<file path="src/rtl/uart_pkg.sv">
// rtl/uart_pkg.sv - shared UART state, line-level and parity definitions
package uart_pkg;

  typedef enum logic [2:0] {
    IDLE,
    SYNC,
    START,
    DATA,
    PARITY,
    STOP
  } tx_state_t;

  localparam logic UART_MARK  = 1'b1;
  localparam logic UART_SPACE = 1'b0;

  // Parity mode encoding, also used by the receiver
  typedef enum logic [1:0] {
    PAR_NONE = 2'd0,
    PAR_EVEN = 2'd1,
    PAR_ODD  = 2'd2
  } parity_mode_t;

  // Data narrower than 8 bits is zero-extended by the caller; the extra
  // zeros do not change the XOR.
  function automatic logic parity_bit(input logic [7:0] data, input parity_mode_t mode);
    logic p;
    p = ^data;
    if (mode == PAR_ODD) begin
      p = ~p;
    end else if (mode == PAR_NONE) begin
      p = UART_SPACE;
    end
    return p;
  endfunction

endpackage

</file>
<file path="src/rtl/baud_tick_detect.sv">
// rtl/baud_tick_detect.sv - one-Clk tick on each rising edge of the baud level
// Ports:
//   Clk     in  system clock
//   reset   in  synchronous active-high reset
//   baud_in in  toggling baud level, one full period per bit time
//   tick    out high for one Clk when baud_in has just risen
module baud_tick_detect (
  input  logic Clk,
  input  logic reset,
  input  logic baud_in,
  output logic tick
);

  logic baud_q;

  always_ff @(posedge Clk) begin
    if (reset) begin
      baud_q <= 1'b0;
    end else begin
      baud_q <= baud_in;
    end
  end

  assign tick = baud_in & ~baud_q;

endmodule

</file>
<file path="src/rtl/uart_tx.sv">
// rtl/uart_tx.sv - UART transmit serializer paced by the baud generator level
// Ports:
//   Clk      in  system clock
//   reset    in  synchronous active-high reset
//   baud_in  in  toggling baud level, one full period per bit time
//   tx_data  in  character to send (DATA_BITS wide)
//   tx_valid in  tx_data is valid
//   tx_ready out character can be accepted (IDLE only)
//   tx_out   out serial line, idles at mark
//   tx_busy  out acceptance through end of last stop bit
//   tx_done  out one-Clk pulse at end of last stop bit
module uart_tx
  import uart_pkg::*;
#(
  parameter int DATA_BITS  = 8,
  parameter int PARITY_EN  = 0,
  parameter int PARITY_ODD = 0,
  parameter int STOP_BITS  = 1
) (
  input  logic                 Clk,
  input  logic                 reset,
  input  logic                 baud_in,
  input  logic [DATA_BITS-1:0] tx_data,
  input  logic                 tx_valid,
  output logic                 tx_ready,
  output logic                 tx_out,
  output logic                 tx_busy,
  output logic                 tx_done
);

  localparam parity_mode_t PAR_MODE  = (PARITY_EN != 0) ?
                                       ((PARITY_ODD != 0) ? PAR_ODD : PAR_EVEN) : PAR_NONE;
  localparam logic [3:0]   LAST_DATA = 4'(DATA_BITS);
  localparam logic         LAST_STOP = 1'(STOP_BITS - 1);

  tx_state_t            state, next_state;
  logic [DATA_BITS-1:0] shift_q, shift_d;
  logic [3:0]           bit_cnt_q, bit_cnt_d;
  logic                 stop_cnt_q, stop_cnt_d;
  logic                 parity_q, parity_d;
  logic                 tx_out_d, tx_busy_d, tx_done_d;
  logic                 tick;

  baud_tick_detect u_tick (
    .Clk    (Clk),
    .reset  (reset),
    .baud_in(baud_in),
    .tick   (tick)
  );

  always_ff @(posedge Clk) begin
    if (reset) begin
      state      <= IDLE;
      shift_q    <= '0;
      bit_cnt_q  <= '0;
      stop_cnt_q <= 1'b0;
      parity_q   <= 1'b0;
      tx_out     <= UART_MARK;
      tx_busy    <= 1'b0;
      tx_done    <= 1'b0;
    end else begin
      state      <= next_state;
      shift_q    <= shift_d;
      bit_cnt_q  <= bit_cnt_d;
      stop_cnt_q <= stop_cnt_d;
      parity_q   <= parity_d;
      tx_out     <= tx_out_d;
      tx_busy    <= tx_busy_d;
      tx_done    <= tx_done_d;
    end
  end

  always_comb begin
    next_state = state;
    unique case (state)
      IDLE:    if (tx_valid) next_state = SYNC;
      SYNC:    if (tick) next_state = START;
      START:   if (tick) next_state = DATA;
      DATA:    if (tick && bit_cnt_q == LAST_DATA) next_state = (PARITY_EN != 0) ? PARITY : STOP;
      PARITY:  if (tick) next_state = STOP;
      STOP:    if (tick && stop_cnt_q == LAST_STOP) next_state = IDLE;
      default: next_state = IDLE;
    endcase
  end

  // Every line transition is registered, so tx_out moves in the Clk cycle
  // after baud_in rises.
  always_comb begin
    tx_ready   = (state == IDLE);
    shift_d    = shift_q;
    bit_cnt_d  = bit_cnt_q;
    stop_cnt_d = stop_cnt_q;
    parity_d   = parity_q;
    tx_out_d   = tx_out;
    tx_busy_d  = tx_busy;
    tx_done_d  = 1'b0;
    unique case (state)
      IDLE: begin
        tx_out_d = UART_MARK;
        if (tx_valid) begin
          shift_d    = tx_data;
          parity_d   = parity_bit(8'(tx_data), PAR_MODE);
          bit_cnt_d  = '0;
          stop_cnt_d = 1'b0;
          tx_busy_d  = 1'b1;
        end
      end
      SYNC: begin
        if (tick) tx_out_d = UART_SPACE;
      end
      START: begin
        if (tick) begin
          tx_out_d  = shift_q[0];
          shift_d   = shift_q >> 1;
          bit_cnt_d = 4'd1;
        end
      end
      DATA: begin
        if (tick) begin
          if (bit_cnt_q == LAST_DATA) begin
            tx_out_d   = (PARITY_EN != 0) ? parity_q : UART_MARK;
            stop_cnt_d = 1'b0;
          end else begin
            tx_out_d  = shift_q[0];
            shift_d   = shift_q >> 1;
            bit_cnt_d = bit_cnt_q + 4'd1;
          end
        end
      end
      PARITY: begin
        if (tick) begin
          tx_out_d   = UART_MARK;
          stop_cnt_d = 1'b0;
        end
      end
      STOP: begin
        if (tick) begin
          if (stop_cnt_q == LAST_STOP) begin
            tx_busy_d = 1'b0;
            tx_done_d = 1'b1;
          end else begin
            stop_cnt_d = 1'b1;
          end
        end
      end
      default: tx_out_d = UART_MARK;
    endcase
  end

endmodule

</file>
<file path="config.mk">
export PLATFORM = sky130hd
export DESIGN_NAME = uart_tx
export DESIGN_NICKNAME = d
export VERILOG_FILES = /design/src/rtl/uart_pkg.sv /design/src/rtl/baud_tick_detect.sv /design/src/rtl/uart_tx.sv
export SDC_FILE = /design/constraint.sdc
export NUM_CORES = 1
export LEC_CHECK = 0
export ABC_AREA = 0
export CORE_MARGIN = 2
export CORE_UTILIZATION = 50
export DETAILED_ROUTE_END_ITERATION = 16
export PLACE_DENSITY = 0.71
export SYNTH_ARGS = -nofsm -noshare
export SYNTH_HDL_FRONTEND = slang
export SYNTH_SLANG_ARGS = --single-unit
</file>
<file path="constraint.sdc">
create_clock -name Clk -period 2.4 [get_ports Clk]
set_input_delay 0.48 -clock Clk [delete_from_list [all_inputs] [get_ports Clk]]
set_output_delay 0.48 -clock Clk [all_outputs]
set_load 0.02 [all_outputs]
</file>
# Yosys cells after proc, flatten, opt, wreduce, memory -nomap -nowiden
# Index checks and enable logic that the tools add are counted.
# W data, S select, Z words.
dict set report op_classes {
  add_sub_neg 1
  n_mul 0
  n_div 0
  order_cmp 0
  n_eq_ne 17
  n_shift 0
  mux 34
  bitwise 5
  reduce_logical 12
}
# op count
set ops {}
lappend ops {{$mux W8} 4}
lappend ops {{$pmux W8 S3} 1}
lappend ops {{$ne A2 B2 Y1 const B} 11}
lappend ops {{$mux W3} 6}
lappend ops {{$pmux W3 S6} 1}
lappend ops {{$mux W4} 4}
lappend ops {{$mux W1} 14}
lappend ops {{$pmux W4 S3} 1}
lappend ops {{$reduce_and A6 Y1} 2}
lappend ops {{$reduce_and A5 Y1} 2}
lappend ops {{$eq A3 B2 Y1 const B} 2}
lappend ops {{$eq A3 B3 Y1 const B} 2}
lappend ops {{$pmux W1 S5} 1}
lappend ops {{$add A4 B1 Y4 const B} 1}
lappend ops {{$eq A4 B4 Y1 const B} 1}
lappend ops {{$not A1 Y1} 4}
lappend ops {{$pmux W1 S4} 1}
lappend ops {{$reduce_and A4 Y1} 1}
lappend ops {{$reduce_bool A4 Y1} 1}
lappend ops {{$eq A3 B1 Y1 const B} 1}
lappend ops {{$logic_not A3 Y1} 1}
lappend ops {{$reduce_bool A3 Y1} 1}
lappend ops {{$reduce_or A3 Y1} 1}
lappend ops {{$logic_and A1 B1 Y1} 2}
lappend ops {{other kinds (3)} 3}
dict set report totals {
  regBits 20
  latch_bits 0
  mem_bits_rw 0
  romBits 0
  input_bits 12
  out_inout_bits 4
  word_cells 77
  n_memories 0
}

# Longest topological paths before layout
# Gate-level depths: netlist of the first run.
dict set report logic_depth {
  ltp_word 5
  ltp_mapped 6
  mapped_depth_nobuf 5
}

# Modules after synthesis
# A second synthesis of the first run with hierarchy kept.
dict set report unflattened {
  hier_cells 115
  area_unflattened_um2 1031.0
}
# mod n_inst cells_per_inst area_per_inst_um2 seq_area_each_um2
set by_module_without_submodules {}
lappend by_module_without_submodules {uart_tx 1 112 983.4 360.3}
lappend by_module_without_submodules {baud_tick_detect 1 3 47.5 20.0}

# Worst setup path after synthesis of the first run
# OpenSTA, ideal clock, no wires.
dict set report synth_timing {
  kind {register -> output}
  from {reg state[2]}
  to {out tx_ready}
  arrival_ns 1.040
  t_required_ns 1.920
  slack_ns 0.880
  path_stages_with_launch 3
  n_path_buf 1
  cell_sequence {dfxtp_1 > clkbuf_1 > nor3_1}
}
dict set report synth_between {
  elab_chain_len 1
}
# item line_no
set synth_rtl {}
lappend synth_rtl {{from (decl)} uart_tx.sv:36} ;# tx_state_t state, next_state;
lappend synth_rtl {{from (signal assigned)} uart_tx.sv:62} ;# state <= next_state;
lappend synth_rtl {{$logic_not A3 Y1} uart_tx.sv:89} ;# tx_ready = (state == IDLE);
lappend synth_rtl {{to (decl)} uart_tx.sv:25} ;# output logic tx_ready,
# Every way passes these cells.

# Worst setup path in the final report of the first run
dict set report layout_timing {
  from {reg state[1]}
  to {out tx_ready}
}
# The elaborated chain is that of the path after synthesis.

==> results of run 1 <==
[kinds of logic after synthesis]
| group | after synthesis | share of synthesized area [%] |
|---|---|---|
| flops | 19 | 34.7 |
| buf+inv | 14 | 6.73 |
| compound gates | 33 | 25.5 |
| fa+ha+maj | 2 | 2.28 |
| mux | 9 | 8.21 |
| simple gates | 32 | 22.6 |
[cell usage after synthesis (2+ instances only)]
library cell,count
a21oi_1,3
dfxtp_1,19
buf_6,2
nand2b_1,4
a211oi_1,8
ha_1,2
inv_1,6
nor3_1,2
nand3_1,3
a2111oi_0,2
mux2i_1,9
buf_2,2
nor3b_1,2
nor2b_1,2
clkbuf_1,3
a211oi_2,7
nor2_1,3
a21o_1,2
nor4bb_1,3
or3_1,3
o21bai_1,3
[layer usage]
layer / up-vias / routed length (microns) / share of wire [%] / GRT usage (%)
met3: 0 / 94 / 4.3 / 2.92
met5: - / 0 / 0 / 0
met4: 0 / 0 / 0 / 6.31
met1: 418 / 1110 / 50 / 25.6
li1: 451 / - / - / -
met2: 27 / 1000 / 45 / 29.2
[power groups by stage]
stage	clock, uW	combinational (uW)	sequential [uW]
CTS	175	152	361
finish	169	151	362
global placement	0	149	368
detailed placement	0	151	369
floorplan	0	111	361
global route	185	165	366
[state kept, by name, summed over array words and instances (netlist names)]
name	flops
shift_q	8
tx_busy	1
tx_done	1
state	3
tx_out	1
u_tick.baud_q	1
bit_cnt_q	4
[worst register-to-register path, cell delays in order, from the launching register on]
cell      delay, ns
dfxtp_1        0.65
nor4bb_1       0.46
a21o_1         0.19
buf_4          0.21
mux2i_1        0.20
[worst max-delay path by stage]
stage	start	end	slack, ns	cells past startpoint
2_1_floorplan	state[2]	tx_ready	0.88	2
3_3_place_gp	baud_in	bit_cnt_q[1]	0.27	5
3_5_place_dp	baud_in	bit_cnt_q[3]	0.21	4
4_1_cts	state[1]	tx_ready	0.26	2
5_1_grt	state[1]	tx_ready	0.19	2
6_report	state[1]	tx_ready	0.27	2
[metrics by stage]
step / cells / hold WS (ns) / instance area (sq um) / worst slack, ns / utilization (%)
after floorplan: 109 / 0.442 / 1100 / 0.880 / -
after global placement: 149 / 0.455 / 1270 / 0.274 / 63.1
after detailed placement: 149 / 0.461 / 1270 / 0.209 / 63.1
after CTS: 153 / 0.478 / 1310 / 0.256 / 64.5
after global routing: 153 / 0.504 / 1310 / 0.195 / 64.5
final: 153 / 0.472 / 1310 / 0.268 / 64.5
[layout by cell type, fill, tap and decap left out, drive strengths merged]
cell | synthesis | final
a211oi | 15 | 15
nor4b | 2 | 2
nor4bb | 3 | 3
or4bb | 1 | 1
or3 | 3 | 3
nand2b | 4 | 4
and3 | 1 | 1
dfxtp | 19 | 19
a2111oi | 3 | 3
a21oi | 3 | 3
buf | 5 | 6
nor4 | 1 | 1
a211o | 1 | 1
nor2 | 3 | 3
o32ai | 1 | 1
nand4b | 1 | 1
nand3 | 3 | 3
o21ai | 2 | 2
nor2b | 2 | 2
a32oi | 1 | 1
nor3 | 2 | 2
o21bai | 3 | 3
nor3b | 2 | 2
clkdlybuf4s50 | 0 | 15
a2bb2oi | 1 | 1
mux2i | 9 | 9
nand3b | 2 | 2
ha | 2 | 2
a21o | 2 | 2
clkinvlp | 0 | 1
clkbuf | 3 | 3
o21a | 1 | 1
inv | 6 | 6
nand2 | 1 | 1
or2b | 1 | 1
[final cells by class]
type                    count  area (sq um)
flip-flops and latches     19           380
fillers                   183           717
repair buffers             21           195
multi-input cells          76           643
well taps                  27          33.8
clock inverters             1          7.51
clock buffers               3          22.5
inverters                   6          22.5
==> out/results.txt, run 1 <==
status - complete, no violations
vias per cell - 5.86
gr ovfl total - 0
post-CTS sizing - 0
Reg power frac - 53.1%
Leak Pwr - 0.000481 uW
Main synth FF type - dfxtp_1
register area share after synthesis - 34.7%
main area contributors after synthesis - dfxtp_1, mux2i_1, a211oi_2
Tot Pwr - 681 uW
DIE AREA - 2590 sq um
initial antenna violation count - 0
switching power - 201 uW
Worst EP arrival - 1.65 ns
core area - 2020 sq um
EDFF count, synth - 0
cts hold-fix bufs - 0
Worst setup EP type - output pin
synth warn - 0
Overall Global Routing Usage - 18.5%
Routed WL - 2200 microns
worst path bufs/invs - 1
Worst Tran Pin Value - 0.574 ns
R2R Setup Slk - 0.63 ns
Area Growth Syn to Fin - 18.9%
Fmax - 469 MHz
Final Critical Period - 2.13 ns
clk_skew - 0.00180 ns
Clock Path Buffers - 2
IO Pins - 16
final period utilization - 88.8%
peak fanout along the critical path - 14
cell taking the most area after synthesis - dfxtp_1
Worst path slowest cell - clkdlybuf4s50_1
routability cong. - 0.777
syn_area_per_cell - 10.1 sq um
critical path type - reg -> out
# DRC - 0
DRT antenna net count - 0
post-synth top area share - 34.7%
WHS Path Cells - 2
post-route setup TNS - 0 ns
Hold WC Path Type - reg -> reg
Die Wd - 50.8 microns
slowest stage delay, CP - 0.63 ns
Setup Fix Bufs, Post-CTS - 0
WP data required - 1.92 ns
TritonCTS clock tree - yes
final net count - 141
RR Endpoint - bit_cnt_q[1]
WHS Endpoint - shift_q[7]
asr flop ratio synth - 0%
register bit total from synthesis - 19
clk sinks - 19
Row Count - 16
initial core utilization - 54.3%
RSZ-0062 raised after global routing - no
Vias - 896
Int Pwr - 480 uW
crit path launch type - flop
Top Family by Delay on Critical Path - buffers and inverters
clk_lat worst skew - 0.29 ns
FF-to-FF path depth - 4
Slew headroom - 61.7%
DRT iter0 DRCs - 12
Num CTS Buffers - 3
first-pass GRT wire length - 3750 microns
DP HPWL - 1560 microns
Die Y - 50.8 microns
IO Port Bufs - 15
pwr/cell area - 522 nW/um^2
drt first pass iters - 4
Final setup viols - 0
synth unique cells - 40
Peak supply drop - 0.000384 V
H-tree lvl count - 1
reg2reg start - state[1]
clock slew at reported path FFs - 0.12 ns
Synth Instances - 109
Final Hold Fails - 0
Comb pwr share - 22.1%
Sw Ratio - 29.5%
diodes inserted - 0
Critical Path, Cell by Cell - nor3_1 > clkdlybuf4s50_1
synthesized net count - 123
max-slew violation total from the final report - 0
Max-Cap Viols - 0
clock share of power - 24.8%
Mapped Area - 1100 sq um
Avg WL per Cell - 14.4 microns
share of cells above drive strength 1 - 15.9%
clock root buffer - clkbuf_4
vias in the first global route - 856
largest net degree at the start of global routing - 15
hold_sp - shift_q[7]
Note: power is estimated with default switching activity, not from simulation.
==> run 2: changes to the inputs <==
--- a/config.mk
+++ b/config.mk
@@ -8,6 +8,7 @@
 export ABC_AREA = 0
 export CORE_MARGIN = 2
 export CORE_UTILIZATION = 50
+export CTS_CLUSTER_SIZE = 10
 export DETAILED_ROUTE_END_ITERATION = 16
 export PLACE_DENSITY = 0.71
 export SYNTH_ARGS = -nofsm -noshare
==> results of run 2 <==
Final layout, timing and power as in run 1 (identical DEF).
==> run 3: changes to the inputs <==
--- a/config.mk
+++ b/config.mk
@@ -6,11 +6,13 @@
 export NUM_CORES = 1
 export LEC_CHECK = 0
 export ABC_AREA = 0
+export CORE_ASPECT_RATIO = 0.9
 export CORE_MARGIN = 2
 export CORE_UTILIZATION = 50
 export CTS_CLUSTER_SIZE = 10
 export DETAILED_ROUTE_END_ITERATION = 16
 export PLACE_DENSITY = 0.71
+export SETUP_SLACK_MARGIN = 0.2
 export SYNTH_ARGS = -nofsm -noshare
 export SYNTH_HDL_FRONTEND = slang
 export SYNTH_SLANG_ARGS = --single-unit
==> run 3 against run 2 <==
Flip-flop and latch count did not move. Global-route usage is 0.21 points lower. Via count up 0.22%. Clock power down 3%. Sequential share of layout area shrank 0.084 points. Count of clock-buffer cells in the layout increased by 1. Combinational power increased by 6%. Non-clock buffer count increased by 1. Highest routed layer is now met4.
==> out/results.txt, run 3 (synthesis results as in run 1) <==
status - complete, no violations
RR Endpoint - shift_q[2]
Area Growth Syn to Fin - 19.3%
Fmax - 474 MHz (+1.0%)
Clock Path Buffers - 2 (unchanged)
clk sinks - 19 (unchanged)
DR WL met3 - 64 microns (-32%)
vias per cell - 5.83 (-0.43%)
Num CTS Buffers - 3 (unchanged)
clock root buffer - clkbuf_4
DIE AREA - 2590 sq um (about the same)
peak fanout along the critical path - 16 (+2)
WL met2 - 1020 microns (+2.3%)
clock slew at reported path FFs - 0.11 ns (about the same)
H-tree lvl count - 1 (unchanged)
reg2reg start - state[2]
max-slew violation total from the final report - 0 (unchanged)
drt first pass iters - 4 (unchanged)
Reg power frac - 52.4% (-0.7 points)
final period utilization - 87.9% (-0.91 points)
Avg WL per Cell - 14.2 microns (-1.3%)
FF-to-FF path depth - 4 (unchanged)
critical path type - reg -> out
R2R Setup Slk - 0.63 ns (about the same)
Vias - 898 (+0.22%)
Sw Ratio - 28.8% (-0.73 points)
worst setup path start - state[2]
Die Wd - 53.4 microns (+5.0%)
Int Pwr - 485 uW (+1.0%)
largest net degree at the start of global routing - 17 (+2)
WP data required - 1.92 ns (about the same)
RSZ-0062 raised after global routing - no
WHS Path Cells - 2 (unchanged)
DP HPWL - 1650 microns (+5.5%)
WHS Endpoint - shift_q[7]
Final Critical Period - 2.11 ns (-0.0218 ns)
DRT antenna net count - 0 (unchanged)
Peak supply drop - 0.000321 V (-16%)
initial antenna violation count - 0 (unchanged)
IO Port Bufs - 15 (unchanged)
DRT iter0 DRCs - 14 (+2)
Routed WL - 2190 microns (-0.64%)
TritonCTS clock tree - yes
Row Count - 16 (unchanged)
core area - 2120 sq um (+5.0%)
Worst Tran Pin Value - 0.537 ns (-0.0369 ns)
IO Pins - 16 (unchanged)
Setup Fix Bufs, Post-CTS - 0 (unchanged)
initial core utilization - 51.7% (-2.6 points)
post-CTS sizing - 0 (unchanged)
Largest Register - shift_q
Hold WC Path Type - reg -> reg
Die Y - 48.4 microns (-4.7%)
Worst EP arrival - 1.63 ns (-0.02 ns)
Leak Pwr - 0.000487 uW (+1.2%)
# fillers - 199 (+8.7%)
Top Metal Used - met4
crit path launch type - flop
final instance area - 1310 sq um (+0.29%)
clk_lat worst skew - 0.29 ns (about the same)
met1 wire length - 1080 microns (-2.1%)
final net count - 142 (+0.71%)
commonest non-fill, non-tap cell in the layout - dfxtp_1
cts hold-fix bufs - 0 (unchanged)
biggest regs - shift_q: 8 flops, bit_cnt_q: 4 flops, state: 3 flops
share of cells above drive strength 1 - 15.7% (-0.12 points)
gr ovfl total - 0 (unchanged)
# DRC - 0 (unchanged)
diodes inserted - 0 (unchanged)
pwr/cell area - 521 nW/um^2 (-0.31%)
switching power - 196 uW (-2.5%)
Worst setup EP type - output pin
Overall Global Routing Usage - 18.3% (-0.21 points)
clock share of power - 24.1% (-0.7 points)
Largest register FFs - 8 (unchanged)
Slew headroom - 63.7% (+2.0 points)
Hold WS - 0.471 ns (-0.00165 ns)
Final Hold Fails - 0 (unchanged)
hold_sp - shift_q[7]
first-pass GRT wire length - 3620 microns (-3.3%)
routability cong. - 0.807 (+3.9%)
clk_skew - 0.00317 ns (+0.00137 ns)
Final setup viols - 0 (unchanged)
post-route setup TNS - 0 ns (unchanged)
Comb pwr share - 23.5% (+1.4 points)
Cell Area, Placed - 1280 sq um (+0.59%)
vias in the first global route - 790 (-7.7%)
most frequent cells in the layout - dfxtp_1, clkdlybuf4s50_1, mux2i_1, a211oi_1
Max-Cap Viols - 0 (unchanged)
## run 3: worst max-delay path by stage
stage / slack, ns / depth (start not counted) / end
after detailed placement: 0.21 / 5 / shift_q[2]
after global placement: 0.31 / 5 / shift_q[5]
after floorplan: 0.88 / 2 / tx_ready
after global routing: 0.22 / 2 / tx_ready
after CTS: 0.27 / 2 / tx_ready
final: 0.29 / 2 / tx_ready
## run 3: per-layer routing
metal	vias up	global-route usage (%)
met5	-	0
met4	0	5.13
met3	2	3.09
met2	13	28.6
met1	429	25.6
li1	454	-
## run 3: through the flow
step,power (uW),setup slack [ns],util [%],std cells
6_report,681,0.290,61.7,154
5_1_grt,713,0.216,61.7,154
4_1_cts,689,0.269,61.7,154
3_5_place_dp,526,0.209,60.4,150
3_3_place_gp,521,0.310,60.4,150
2_1_floorplan,472,0.880,-,109
## run 3: power groups by stage
stage / clock network (uW) / logic (uW) / registers [uW]
final: 164 / 160 / 357
after global routing: 177 / 175 / 361
after CTS: 169 / 162 / 358
after detailed placement: 0 / 161 / 365
after global placement: 0 / 157 / 365
after floorplan: 0 / 111 / 361
## run 3: final cells by class
| cell class | count | area, sq um | share of cell area, % |
|---|---|---|---|
| Multi-Input combinational cell | 76 | 643 | 49.1 |
| Tap cell | 27 | 33.8 | 2.58 |
| Clock buffer | 4 | 26.3 | 2.01 |
| Timing Repair Buffer | 22 | 203 | 15.5 |
| Inverter | 6 | 22.5 | 1.72 |
| Sequential cell | 19 | 380 | 29.1 |
## run 3: worst max-delay path: stages, from the launching register on
cell and delay, ns:
dfxtp_1 0.48, nor3_1 0.23, clkdlybuf4s50_1 0.63
